[config.mk]
export PLATFORM = sky130hd
export DESIGN_NAME = spi_slave
export DESIGN_NICKNAME = d
export VERILOG_FILES = /design/src/rtl/spi_slave.sv
export SDC_FILE = /design/constraint.sdc
export NUM_CORES = 1
export LEC_CHECK = 0
export CORE_ASPECT_RATIO = 1.4
export CORE_MARGIN = 5
export CORE_UTILIZATION = 58
export CTS_BUF_LIST = sky130_fd_sc_hd__clkbuf_16
export DETAILED_ROUTE_END_ITERATION = 8
export HOLD_SLACK_MARGIN = 0.1
export PLACE_DENSITY_LB_ADDON = 0.05
export SETUP_SLACK_MARGIN = 0.2
export SKIP_CTS_REPAIR_TIMING = 1
export SYNTH_ARGS = -nofsm -noshare
export SYNTH_HDL_FRONTEND = slang
export SYNTH_SLANG_ARGS = --single-unit
export TNS_END_PERCENT = 100
[constraint.sdc]
create_clock -name clk -period 2.4 [get_ports clk]
set_input_delay 0.48 -clock clk [delete_from_list [all_inputs] [get_ports clk]]
set_output_delay 0.48 -clock clk [all_outputs]
set_load 0.02 [all_outputs]
[src/rtl/spi_slave.sv]
// SPI slave front end for a small memory: receives 10-bit command/address/data
// words on MOSI and returns 8-bit read data on MISO. Everything runs on clk.
module spi_slave (
   input  logic       clk,
   input  logic       rst_n,
   input  logic       SS_n,
   input  logic       MOSI,
   input  logic       tx_valid,
   input  logic [7:0] tx_data,
   output logic       MISO,
   output logic [9:0] rx_data,
   output logic       rx_valid
);

   typedef enum logic [2:0] {
      IDLE,
      CHK_CMD,
      WRITE,
      READ_ADD,
      READ_DATA
   } state_t;

   typedef enum logic [1:0] {
      TX_OFF,
      TX_WAIT,
      TX_SHIFT
   } tx_phase_t;

   state_t     state;
   state_t     next_state;
   tx_phase_t  tx_phase;
   logic       rd_addr_seen;
   logic       rx_done;
   logic [3:0] bit_cnt;
   logic [8:0] rx_shift;
   logic [2:0] tx_cnt;
   logic [6:0] tx_shift;

   // NOTE: every variable driven here gets a default first so no latch is inferred.
   always_comb begin
      next_state = state;
      case (state)
         IDLE:    if (!SS_n) next_state = CHK_CMD;
         CHK_CMD: begin
            if (SS_n)              next_state = IDLE;
            else if (!MOSI)        next_state = WRITE;
            else if (rd_addr_seen) next_state = READ_DATA;
            else                   next_state = READ_ADD;
         end
         WRITE, READ_ADD, READ_DATA: if (SS_n) next_state = IDLE;
         default: next_state = IDLE;
      endcase
   end

   // NOTE: sequential state uses non-blocking assignments only.
   always_ff @(posedge clk) begin
      if (!rst_n) begin
         state        <= IDLE;
         tx_phase     <= TX_OFF;
         rd_addr_seen <= 1'b0;
         rx_done      <= 1'b0;
         bit_cnt      <= 4'd0;
         rx_shift     <= 9'd0;
         tx_cnt       <= 3'd0;
         tx_shift     <= 7'd0;
         rx_data      <= 10'h000;
         rx_valid     <= 1'b0;
         MISO         <= 1'b0;
      end else begin
         state    <= next_state;
         rx_valid <= 1'b0;
         if (SS_n) begin
            // Deselect abandons the frame and any pending read reply.
            rx_done  <= 1'b0;
            bit_cnt  <= 4'd0;
            tx_phase <= TX_OFF;
            tx_cnt   <= 3'd0;
            MISO     <= 1'b0;
         end else begin
            case (state)
               CHK_CMD: begin
                  rx_shift <= {8'd0, MOSI};
                  bit_cnt  <= 4'd9;
                  rx_done  <= 1'b0;
               end
               WRITE, READ_ADD, READ_DATA: begin
                  if (!rx_done) begin
                     rx_shift <= {rx_shift[7:0], MOSI};
                     bit_cnt  <= bit_cnt - 4'd1;
                     if (bit_cnt == 4'd1) begin
                        rx_data  <= {rx_shift, MOSI};
                        rx_valid <= 1'b1;
                        rx_done  <= 1'b1;
                        if (state == READ_ADD) rd_addr_seen <= 1'b1;
                        if (state == READ_DATA) begin
                           rd_addr_seen <= 1'b0;
                           tx_phase     <= TX_WAIT;
                        end
                     end
                  end else if (state == READ_DATA) begin
                     case (tx_phase)
                        TX_WAIT: begin
                           if (tx_valid) begin
                              tx_shift <= tx_data[6:0];
                              MISO     <= tx_data[7];
                              tx_cnt   <= 3'd7;
                              tx_phase <= TX_SHIFT;
                           end
                        end
                        TX_SHIFT: begin
                           if (tx_cnt != 3'd0) begin
                              MISO     <= tx_shift[6];
                              tx_shift <= {tx_shift[5:0], 1'b0};
                              tx_cnt   <= tx_cnt - 3'd1;
                           end else begin
                              MISO     <= 1'b0;
                              tx_phase <= TX_OFF;
                           end
                        end
                        default: ;
                     endcase
                  end
               end
               default: ;
            endcase
         end
      end
   end

endmodule

==> summary.log, run 1 <==
[clock_network] buffer depth of the longest clock path 2
[grt] GRT Total Usage 20.7%
[timing] number of max-slew violations in the final report 0
[die] number of ports placed on the die boundary 25
[grt] global-route wire length before repair 7360 µm
[timing] RSZ-0062 raised after global routing false
[yosys] Post-Synthesis Mean Instance Area 8.91 µm²
[power] pwr dens 630 nW/µm²
[die] Initial Utilization 60.5%
[yosys] leading cell types by total area after synthesis sky130_fd_sc_hd__dfxtp_1, sky130_fd_sc_hd__nand2_1, sky130_fd_sc_hd__a21oi_1, sky130_fd_sc_hd__a22o_1, sky130_fd_sc_hd__nand3_1
[setup_path] slowest library cell on the worst path sky130_fd_sc_hd__dfxtp_1
[clock_network] CTS root buf sky130_fd_sc_hd__clkbuf_16
[setup_path] crit path launch type flip-flop
[yosys] synthesized cell area 1890 µm²
[final_layout] Area Overhead vs Synth 21.4%
[status] status finished clean
[yosys] Gate Count Post-Synth 212
[timing] final setup violation count 0
[die] core area 3120 µm²
[drt] routed len/inst 15.5 µm
[yosys] number of synthesized flops with an enable pin 0
[die] Chip Width 58.2 µm
[yosys] proportion of netlist area held by the largest area contributor 44.5%
[die] height of the die 77.5 µm
[setup_path] crit path DAT 2.05 ns
[yosys] number of warnings reported in the yosys synthesis log 0
[timing] upper clock frequency limit 548 MHz
[yosys] leading register cell type out of synthesis sky130_fd_sc_hd__dfxtp_1
[yosys] synthesized net count 229
[drt] detailed route wirelength on metal3 162 µm
[flow_run] number of maximum-capacitance constraint violations 0
[timing] number of failing hold endpoints at the final stage 0
[setup_path] critical path, cell by cell or3b_4, a211oi_4, a22o_1
[yosys] post-synthesis sequential area ratio 44.5%
[drt] DR top layer met4
[drt] count of nets left with antenna violations after detail routing 0
[power] LEAKAGE 0.770 nW
[clock_network] clock buffers created by TritonCTS 5
[timing] final period demand of the worst path 1.83 ns
[grt] via count of the first global-routing pass 1538
[setup_path] crit path max fanout 14
[final_layout] share of cells above drive strength 1 10.2%
[final_layout] number of nets in the finished design 251
[grt] pin count of the biggest net entering global routing 25
[clock_network] number of H-tree levels 2
[place] global placer's final weighted congestion 0.767
[hold_path] Min-Delay Path Class flip-flop to flip-flop
[drt] M1 WL 1790 µm
[yosys] total of flip-flops plus latches after synthesis 42
[grt] antenna violations before repair 0
[final_layout] area taken by flip-flops and latches 841 µm²
[clock_network] number of clock sinks 42
[setup_path] largest stage delay on the critical path 0.61 ns
[die] Std-Cell Rows 24
[drt] via density per instance 5.95
[final_layout] total area of multi-input combinational cells 961 µm²
[grt] remaining global-route overflow 0
[clock_network] CTS tree yes
[timing] clk_skew 0.00265 ns
[timing] TNS Setup 0 ns
[yosys] count of cell types in the netlist 44
[clock_network] clock transition at the registers of the reported paths 0.06 ns
[drt] Initial DRT Pass Iterations 4
[drt] routed wire length 4260 µm
[yosys] library cell with the largest summed area after synthesis sky130_fd_sc_hd__dfxtp_1
[place] half-perimeter wire length after detailed placement 2940 µm
[drt] via count 1629
[yosys] share of synthesized flip-flops with an asynchronous set or reset 0%
[timing] Tightest Pin Transition 0.606 ns
[timing] max_slew headroom 59.5%
[drt] Iter 0 DRT Violations 56
[final_layout] commonest non-fill, non-tap cells in the layout sky130_fd_sc_hd__dfxtp_1, sky130_fd_sc_hd__nand2_1, sky130_fd_sc_hd__clkdlybuf4s50_1
[timing] fin crit share 76.0%
[setup_path] required time worst endpoint 2.62 ns
[clock_network] insertion delay to the later sink of the worst-skew pair 0.28 ns
[die] die area 4510 µm²
[setup_path] CP endpoint kind flip-flop
[final_layout] # diodes 0
[final_layout] most frequent standard cell in the layout excluding fill and tap cells sky130_fd_sc_hd__dfxtp_1
[drt] DRC violation count after routing 0
[setup_path] type of the worst setup path flip-flop to flip-flop
[power] maximum VDD drop 629 µV
[final_layout] Filler Cells Inserted 241
[drt] routed wl met2 2250 µm
[timing] worst hold margin 0.457 ns
[place] input/output buffers 24
kinds of logic (layout without fill, tap and decap cells):
logic type      after synthesis  after routing  synth area share, %
mux                           3              3                 1.66
fa+ha+maj                     4              4                 2.65
buf+inv                      21             44                 4.64
compound gates               63             63                 22.7
simple gates                 77             77                 23.0
xor+xnor                      2              2                0.927
flops                        42             42                 44.5
area by class of cell:
type / count / share of cell area, %
Clock inverter: 3 / 0.927
Inverter: 9 / 1.47
Timing Repair Buffer: 27 / 11.5
Clock buffer: 5 / 5.46
Multi-Input combinational cell: 149 / 41.9
Tap cell: 39 / 2.13
Sequential cell: 42 / 36.7
routing by layer:
layer	GRT usage, %	vias up
li1	-	806
met1	25.0	779
met2	34.8	37
met3	4.98	7
met4	8.12	0
met5	0	-
cells in the mapped netlist (2+ instances only):
cell	count
sky130_fd_sc_hd__nor3b_2	4
sky130_fd_sc_hd__buf_2	4
sky130_fd_sc_hd__nand3b_1	2
sky130_fd_sc_hd__nand2b_1	3
sky130_fd_sc_hd__nand2_1	28
sky130_fd_sc_hd__inv_1	9
sky130_fd_sc_hd__o21ai_1	12
sky130_fd_sc_hd__mux2i_1	2
sky130_fd_sc_hd__nor3_1	6
sky130_fd_sc_hd__dfxtp_1	42
sky130_fd_sc_hd__clkbuf_1	7
sky130_fd_sc_hd__nor2_1	7
sky130_fd_sc_hd__xor2_1	2
sky130_fd_sc_hd__ha_1	4
sky130_fd_sc_hd__a22o_1	8
sky130_fd_sc_hd__a311oi_1	6
sky130_fd_sc_hd__nor2b_1	4
sky130_fd_sc_hd__o21ai_0	2
sky130_fd_sc_hd__a21oi_1	17
sky130_fd_sc_hd__a211oi_1	7
sky130_fd_sc_hd__nand3_1	13
worst max-delay path, delay by kind of cell (launching register included):
family	cells	cell delay [ns]
compound gates	2	0.66
flops	1	0.61
simple gates	1	0.50
final timing paths:
kind,startpoint,depth (start not counted),endpoint,slack [ns]
hold / removal,rx_data[5]$_SDFFE_PN0P_,2,rx_data[5]$_SDFFE_PN0P_,0.46
setup reg to reg,state[2]$_SDFFE_PN0P_,3,rx_shift[2]$_SDFFE_PN0P_,0.57
setup / recovery,state[2]$_SDFFE_PN0P_,3,rx_shift[2]$_SDFFE_PN0P_,0.57
hold reg to reg,rx_data[5]$_SDFFE_PN0P_,2,rx_data[5]$_SDFFE_PN0P_,0.46
state kept, by name, indices dropped and copies added (netlist names):
name	count
rx_data	10
tx_shift	7
MISO	1
rx_shift	9
tx_cnt	3
rx_valid	1
rx_done	1
state	3
tx_phase	2
rd_addr_seen	1
bit_cnt	4
metrics by stage:
step / cell area, µm² / std cells / power [mW] / utilization, % / setup WS [ns]
floorplan: 1890 / 212 / 0.763 / - / 0.893
global placement: 2150 / 266 / 0.794 / 68.8 / 0.464
detailed placement: 2150 / 266 / 0.796 / 68.8 / 0.396
CTS: 2290 / 274 / 1.45 / 73.4 / 0.582
global route: 2290 / 274 / 1.50 / 73.4 / 0.394
finish: 2290 / 274 / 1.44 / 73.4 / 0.575
power breakdown:
group | total [mW] | switching (mW) | internal [mW] | leakage [nW]
sequential | 0.709 | 0.00750 | 0.702 | 0.339
clock | 0.662 | 0.277 | 0.385 | 0.0698
combinational | 0.0732 | 0.0378 | 0.0354 | 0.361
total | 1.44 | 0.322 | 1.12 | 0.770
(Power assumes the default switching activity.)
==> run 2, diff against run 1 <==
- CORE_UTILIZATION: 58 -> 49
- clock period: 2.4 -> 1.6 ns (I/O delays scaled with it)
==> run 2 against run 1 <==
Wire length is 19% higher; flip-flop and latch count unchanged; final cell count up 13%; die area is 16% higher; register-to-register slack got worse by 0.49 ns; global-route usage shrank 3.6 points; clock skew is 0.0037 ns higher; clock-buffer cell count did not move; critical path type unchanged; largest power group unchanged; highest routed layer unchanged.
==> summary.log, run 2 (synthesis results as in run 1) <==
[timing] number of max-slew violations in the final report 0
[setup_path] CP endpoint kind flip-flop
[setup_path] crit path launch type flip-flop
[setup_path] count of cells along the worst register-to-register path 4
[clock_network] insertion delay to the later sink of the worst-skew pair 0.28 ns
[final_layout] share of cells above drive strength 1 32.8%
[drt] count of nets left with antenna violations after detail routing 0
[setup_path] Worst Setup SP state[0]$_SDFFE_PN0P_
[timing] Tightest Pin Transition 0.334 ns
[die] number of ports placed on the die boundary 25
[setup_path] RR Startpoint state[0]$_SDFFE_PN0P_
[grt] most congested layer reported by global routing met2
[flow_run] number of maximum-capacitance constraint violations 0
[final_layout] area taken by flip-flops and latches 858 µm²
[setup_path] crit path DAT 1.74 ns
[die] Initial Utilization 51.4%
[grt] met1 usage in global routing 20.3%
[place] input/output buffers 24
[drt] via density per instance 5.73
[timing] RSZ-0062 raised after global routing true
[timing] max_slew headroom 77.6%
[power] maximum VDD drop 749 µV
[final_layout] # diodes 0
[grt] global-route wire length before repair 7420 µm
[clock_network] number of clock sinks 42
[timing] clk_skew 0.00637 ns
[drt] routed len/inst 16.3 µm
[power] LEAKAGE 1.22 nW
[setup_path] crit path max fanout 6
[hold_path] hold path startpoint rx_data[7]$_SDFFE_PN0P_
[place] half-perimeter wire length after detailed placement 3160 µm
[setup_path] required time worst endpoint 1.82 ns
[die] die area 5220 µm²
[power] pwr dens 788 nW/µm²
[drt] DRC violation count after routing 0
[drt] routed wire length 5070 µm
[grt] remaining global-route overflow 0
[timing] final period demand of the worst path 1.52 ns
[final_layout] register with the most flip-flops rx_data
[final_layout] flip-flop count of the largest register, all copies and words added 10
[place] Placed Area 2340 µm²
[final_layout] Area Overhead vs Synth 47.9%
[clock_network] number of H-tree levels 2
[clock_network] CTS tree yes
[drt] Initial DRT Pass Iterations 4
[drt] via count 1775
[grt] antenna violations before repair 0
[place] global placer's final weighted congestion 0.802
[drt] Iter 0 DRT Violations 79
[timing] number of failing hold endpoints at the final stage 0
[hold_path] hold path cells 2
[timing] final setup margin 0.0837 ns
[final_layout] total area of multi-input combinational cells 1130 µm²
[final_layout] number of nets in the finished design 284
[setup_path] R2R setup slack 0.08 ns
[die] Chip Width 62.5 µm
[clock_network] CTS root buf sky130_fd_sc_hd__clkbuf_16
[die] core area 3680 µm²
[grt] M2 GR Usage 29.2%
[clock_network] buffer depth of the longest clock path 2
[final_layout] Filler Cells Inserted 268
[grt] pin count of the biggest net entering global routing 22
[die] Std-Cell Rows 26
[hold_path] Min-Delay Path Class flip-flop to flip-flop
[status] status finished clean
[clock_network] clock transition at the registers of the reported paths 0.06 ns
[grt] via count of the first global-routing pass 1641
[final_layout] final std cell area, no fill 2800 µm²
[timing] fin crit share 94.8%
[final_layout] commonest non-fill, non-tap cells in the layout sky130_fd_sc_hd__dfxtp_1, sky130_fd_sc_hd__nand2_1, sky130_fd_sc_hd__buf_4
[die] height of the die 83.5 µm
[final_layout] largest registers rx_data x10, rx_shift x9, tx_shift x7
[timing] final setup violation count 0
[clock_network] clock buffers created by TritonCTS 5
[setup_path] type of the worst setup path flip-flop to flip-flop
[place] dpl ws -0.146 ns
[grt] GRT Total Usage 17.1%
[final_layout] most frequent standard cell in the layout excluding fill and tap cells sky130_fd_sc_hd__dfxtp_1
[grt] met3 GRT Util 4.58%
[timing] upper clock frequency limit 660 MHz
[run 2: changes by cell type in the layout (fill, tap and decap cells not counted), moves of 4 or more]
cell / change
sky130_fd_sc_hd__a21oi_1: -4
sky130_fd_sc_hd__buf_4: +23
sky130_fd_sc_hd__dfxtp_1: -8
sky130_fd_sc_hd__dlymetal6s2s_1: +12
sky130_fd_sc_hd__clkdlybuf4s50_1: -12
sky130_fd_sc_hd__buf_6: +7
sky130_fd_sc_hd__dfxtp_2: +5
[run 2: worst max-delay path, cell delays in order, from the launching register on]
cell and delay (ns):
sky130_fd_sc_hd__dfxtp_4 0.37, sky130_fd_sc_hd__or3b_4 0.47, sky130_fd_sc_hd__a21oi_4 0.22, sky130_fd_sc_hd__mux2_4 0.32, sky130_fd_sc_hd__nor2_2 0.07
[run 2: per-layer routing]
metal,up-vias,part of all wire (%)
met5,-,0
met4,0,1.1
met3,5,3.8
met2,40,53
met1,856,42
li1,874,-
[run 2: final timing paths]
kind / endpoint
worst min-delay path: rx_data[7]$_SDFFE_PN0P_
worst max-delay path: bit_cnt[1]$_SDFFE_PP0P_
worst min register to register: rx_data[7]$_SDFFE_PN0P_
worst max register to register: bit_cnt[1]$_SDFFE_PP0P_
[run 2: cell type report]
cell class	instances	area share (%)
well taps	42	1.88
clock inverters	3	0.582
multi-input cells	150	40.6
clock buffers	5	4.48
inverters	9	1.21
repair buffers	59	20.5
flip-flops and latches	42	30.7
[run 2: power breakdown]
part | switching, mW | internal (mW) | total [mW]
sequential | 0.0106 | 1.05 | 1.06
combinational | 0.0773 | 0.0892 | 0.166
clock | 0.406 | 0.569 | 0.976
total | 0.494 | 1.71 | 2.20
[run 2: per-stage QoR]
stage,util [%],hold WS (ns),setup TNS (ns),std cells,power (mW)
6_report,76.0,0.455,0,310,2.20
5_1_grt,76.0,0.476,0,310,2.28
4_1_cts,67.6,0.446,-0.0579,295,2.19
3_5_place_dp,63.7,0.438,-1.33,287,1.22
3_3_place_gp,63.7,0.426,-0.796,287,1.21
2_1_floorplan,-,0.412,0,212,1.15
==> run 3, diff against run 2 <==
- CORE_ASPECT_RATIO: 1.4 -> 0.75
- CTS_CLUSTER_SIZE: unset -> 40
==> run 3 against run 2 <==
Global-route usage rose by 1.4 points; flip-flop and latch count did not move; utilization is 0.33 points higher; highest routed layer unchanged; clock skew decreased by 0.0040 ns; final cell count is 2.6% higher; sequential share of layout area down 0.12 points; register-to-register slack about the same; sequential power about the same.
==> summary.log, run 3 (synthesis results as in run 1) <==
[die] Std-Cell Rows 19
[drt] DRC violation count after routing 0
[timing] max_slew headroom 75.7%
[setup_path] crit path launch type flip-flop
[power] maximum VDD drop 704 µV
[timing] final setup violation count 0
[place] Placed Area 2330 µm²
[setup_path] RR Startpoint state[1]$_SDFFE_PN0P_
[setup_path] crit path max fanout 8
[power] part of the total power dissipated in sequential elements 49.0%
[setup_path] destination of the worst register-to-register timing path rx_shift[1]$_SDFFE_PN0P_
[clock_network] clock transition at the registers of the reported paths 0.06 ns
[clock_network] number of H-tree levels 2
[clock_network] clock buffers created by TritonCTS 5
[clock_network] CTS root buf sky130_fd_sc_hd__clkbuf_16
[final_layout] most frequent standard cell in the layout excluding fill and tap cells sky130_fd_sc_hd__dfxtp_1
[drt] Initial DRT Pass Iterations 4
[power] LEAKAGE 1.21 nW
[grt] antenna violations before repair 0
[grt] remaining global-route overflow 0
[final_layout] final std cell area, no fill 2810 µm²
[timing] number of max-slew violations in the final report 0
[final_layout] largest registers rx_data x10, rx_shift x9, tx_shift x7
[grt] global-route wire length before repair 7580 µm
[power] total power draw 2.17 mW
[place] global placer's final weighted congestion 0.803
[die] Chip Width 81.7 µm
[die] Initial Utilization 51.3%
[grt] via count of the first global-routing pass 1672
[timing] RSZ-0062 raised after global routing true
[clock_network] number of clock sinks 42
[power] Switching Share 21.8%
[drt] via density per instance 5.58
[clock_network] buffer depth of the longest clock path 2
[power] net switching power 0.472 mW
[timing] clk_skew 0.00240 ns
[die] height of the die 63.8 µm
[final_layout] commonest non-fill, non-tap cells in the layout sky130_fd_sc_hd__dfxtp_1, sky130_fd_sc_hd__nand2_1, sky130_fd_sc_hd__buf_4
[flow_run] number of maximum-capacitance constraint violations 0
[die] core area 3680 µm²
[hold_path] Min-Delay Path Class flip-flop to flip-flop
[final_layout] share of cells above drive strength 1 35.7%
[final_layout] # diodes 0
[place] input/output buffers 24
[final_layout] register with the most flip-flops rx_data
[hold_path] hold path cells 2
[grt] GRT Total Usage 18.5%
[drt] count of nets left with antenna violations after detail routing 0
[final_layout] flip-flop count of the largest register, all copies and words added 10
[timing] upper clock frequency limit 663 MHz
[die] number of ports placed on the die boundary 25
[die] die area 5210 µm²
[hold_path] hold path startpoint rx_data[4]$_SDFFE_PN0P_
[setup_path] CP endpoint kind flip-flop
[setup_path] required time worst endpoint 1.77 ns
[clock_network] CTS tree yes
[timing] fin crit share 94.3%
[timing] Tightest Pin Transition 0.364 ns
[grt] pin count of the biggest net entering global routing 22
[timing] number of failing hold endpoints at the final stage 0
[place] half-perimeter wire length after detailed placement 3140 µm
[drt] routed wire length 5210 µm
[setup_path] count of cells along the worst register-to-register path 5
[hold_path] Min-Delay Endpoint rx_data[4]$_SDFFE_PN0P_
[clock_network] insertion delay to the later sink of the worst-skew pair 0.28 ns
[power] logic gate share of total power 7.2%
[power] cell internal pwr 1.69 mW
[setup_path] type of the worst setup path flip-flop to flip-flop
[drt] routed len/inst 16.4 µm
[drt] via count 1773
[power] part of the total power dissipated in the clock network 43.8%
[setup_path] crit path DAT 1.68 ns
[setup_path] R2R setup slack 0.09 ns
[timing] final period demand of the worst path 1.51 ns
[final_layout] Area Overhead vs Synth 48.9%
[power] pwr dens 770 nW/µm²
[drt] Iter 0 DRT Violations 89
[status] status finished clean
[final_layout] number of nets in the finished design 283
## run 3: worst max-delay path by stage
| stage | from | endpoint | slack, ns | depth (start not counted) |
|---|---|---|---|---|
| after floorplan | state[1]$_SDFFE_PN0P_ | rx_shift[8]$_SDFFE_PN0P_ | 0.21 | 5 |
| after global placement | SS_n | rx_shift[3]$_SDFFE_PN0P_ | -0.04 | 4 |
| after detailed placement | SS_n | tx_shift[0]$_SDFFE_PN0P_ | -0.07 | 5 |
| after CTS | state[1]$_SDFFE_PN0P_ | rx_shift[1]$_SDFFE_PN0P_ | 0.01 | 5 |
| after global routing | state[1]$_SDFFE_PN0P_ | rx_shift[1]$_SDFFE_PN0P_ | 0.02 | 5 |
| final | state[1]$_SDFFE_PN0P_ | rx_shift[1]$_SDFFE_PN0P_ | 0.09 | 5 |
## run 3: power groups by stage
stage                     clock network, mW  logic [mW]  registers (mW)
after floorplan                           0      0.0654            1.08
after global placement                    0       0.127            1.09
after detailed placement                  0       0.131            1.09
after CTS                             0.962       0.133            1.06
after global routing                   1.00       0.171            1.06
final                                 0.948       0.156            1.06
## run 3: layout make-up
type / count / area [µm²]
multi-input cells: 150 / 1160
inverters: 9 / 33.8
fillers: 257 / 871
well taps: 52 / 65.1
repair buffers: 58 / 554
clock buffers: 5 / 125
clock inverters: 2 / 10.0
flip-flops and latches: 42 / 861
## run 3: per-stage QoR
stage / hold slack [ns] / worst slack (ns) / instances / TNS (ns) / util (%)
floorplan: 0.412 / 0.208 / 212 / 0 / -
global placement: 0.422 / -0.0371 / 296 / -0.292 / 63.4
global route: 0.488 / 0.0247 / 318 / 0 / 76.4
detailed placement: 0.429 / -0.0746 / 296 / -0.707 / 63.4
finish: 0.458 / 0.0914 / 318 / 0 / 76.4
CTS: 0.439 / 0.0133 / 303 / 0 / 67.0
## run 3: routing by layer
metal  part of all wire [%]  track usage (%)  up-vias
li1                       -                -      880
met1                     44             23.8      843
met2                     51             30.0       43
met3                    3.7             4.78        7
met4                    1.3             6.22        0
met5                      0                0        -
## run 3: critical path, cell delays in order, from the launching register on
cell and delay, ns:
sky130_fd_sc_hd__dfxtp_4 0.37, sky130_fd_sc_hd__buf_6 0.12, sky130_fd_sc_hd__nor4b_4 0.32, sky130_fd_sc_hd__nor3_2 0.08
sky130_fd_sc_hd__o21a_2 0.28, sky130_fd_sc_hd__a22o_1 0.22
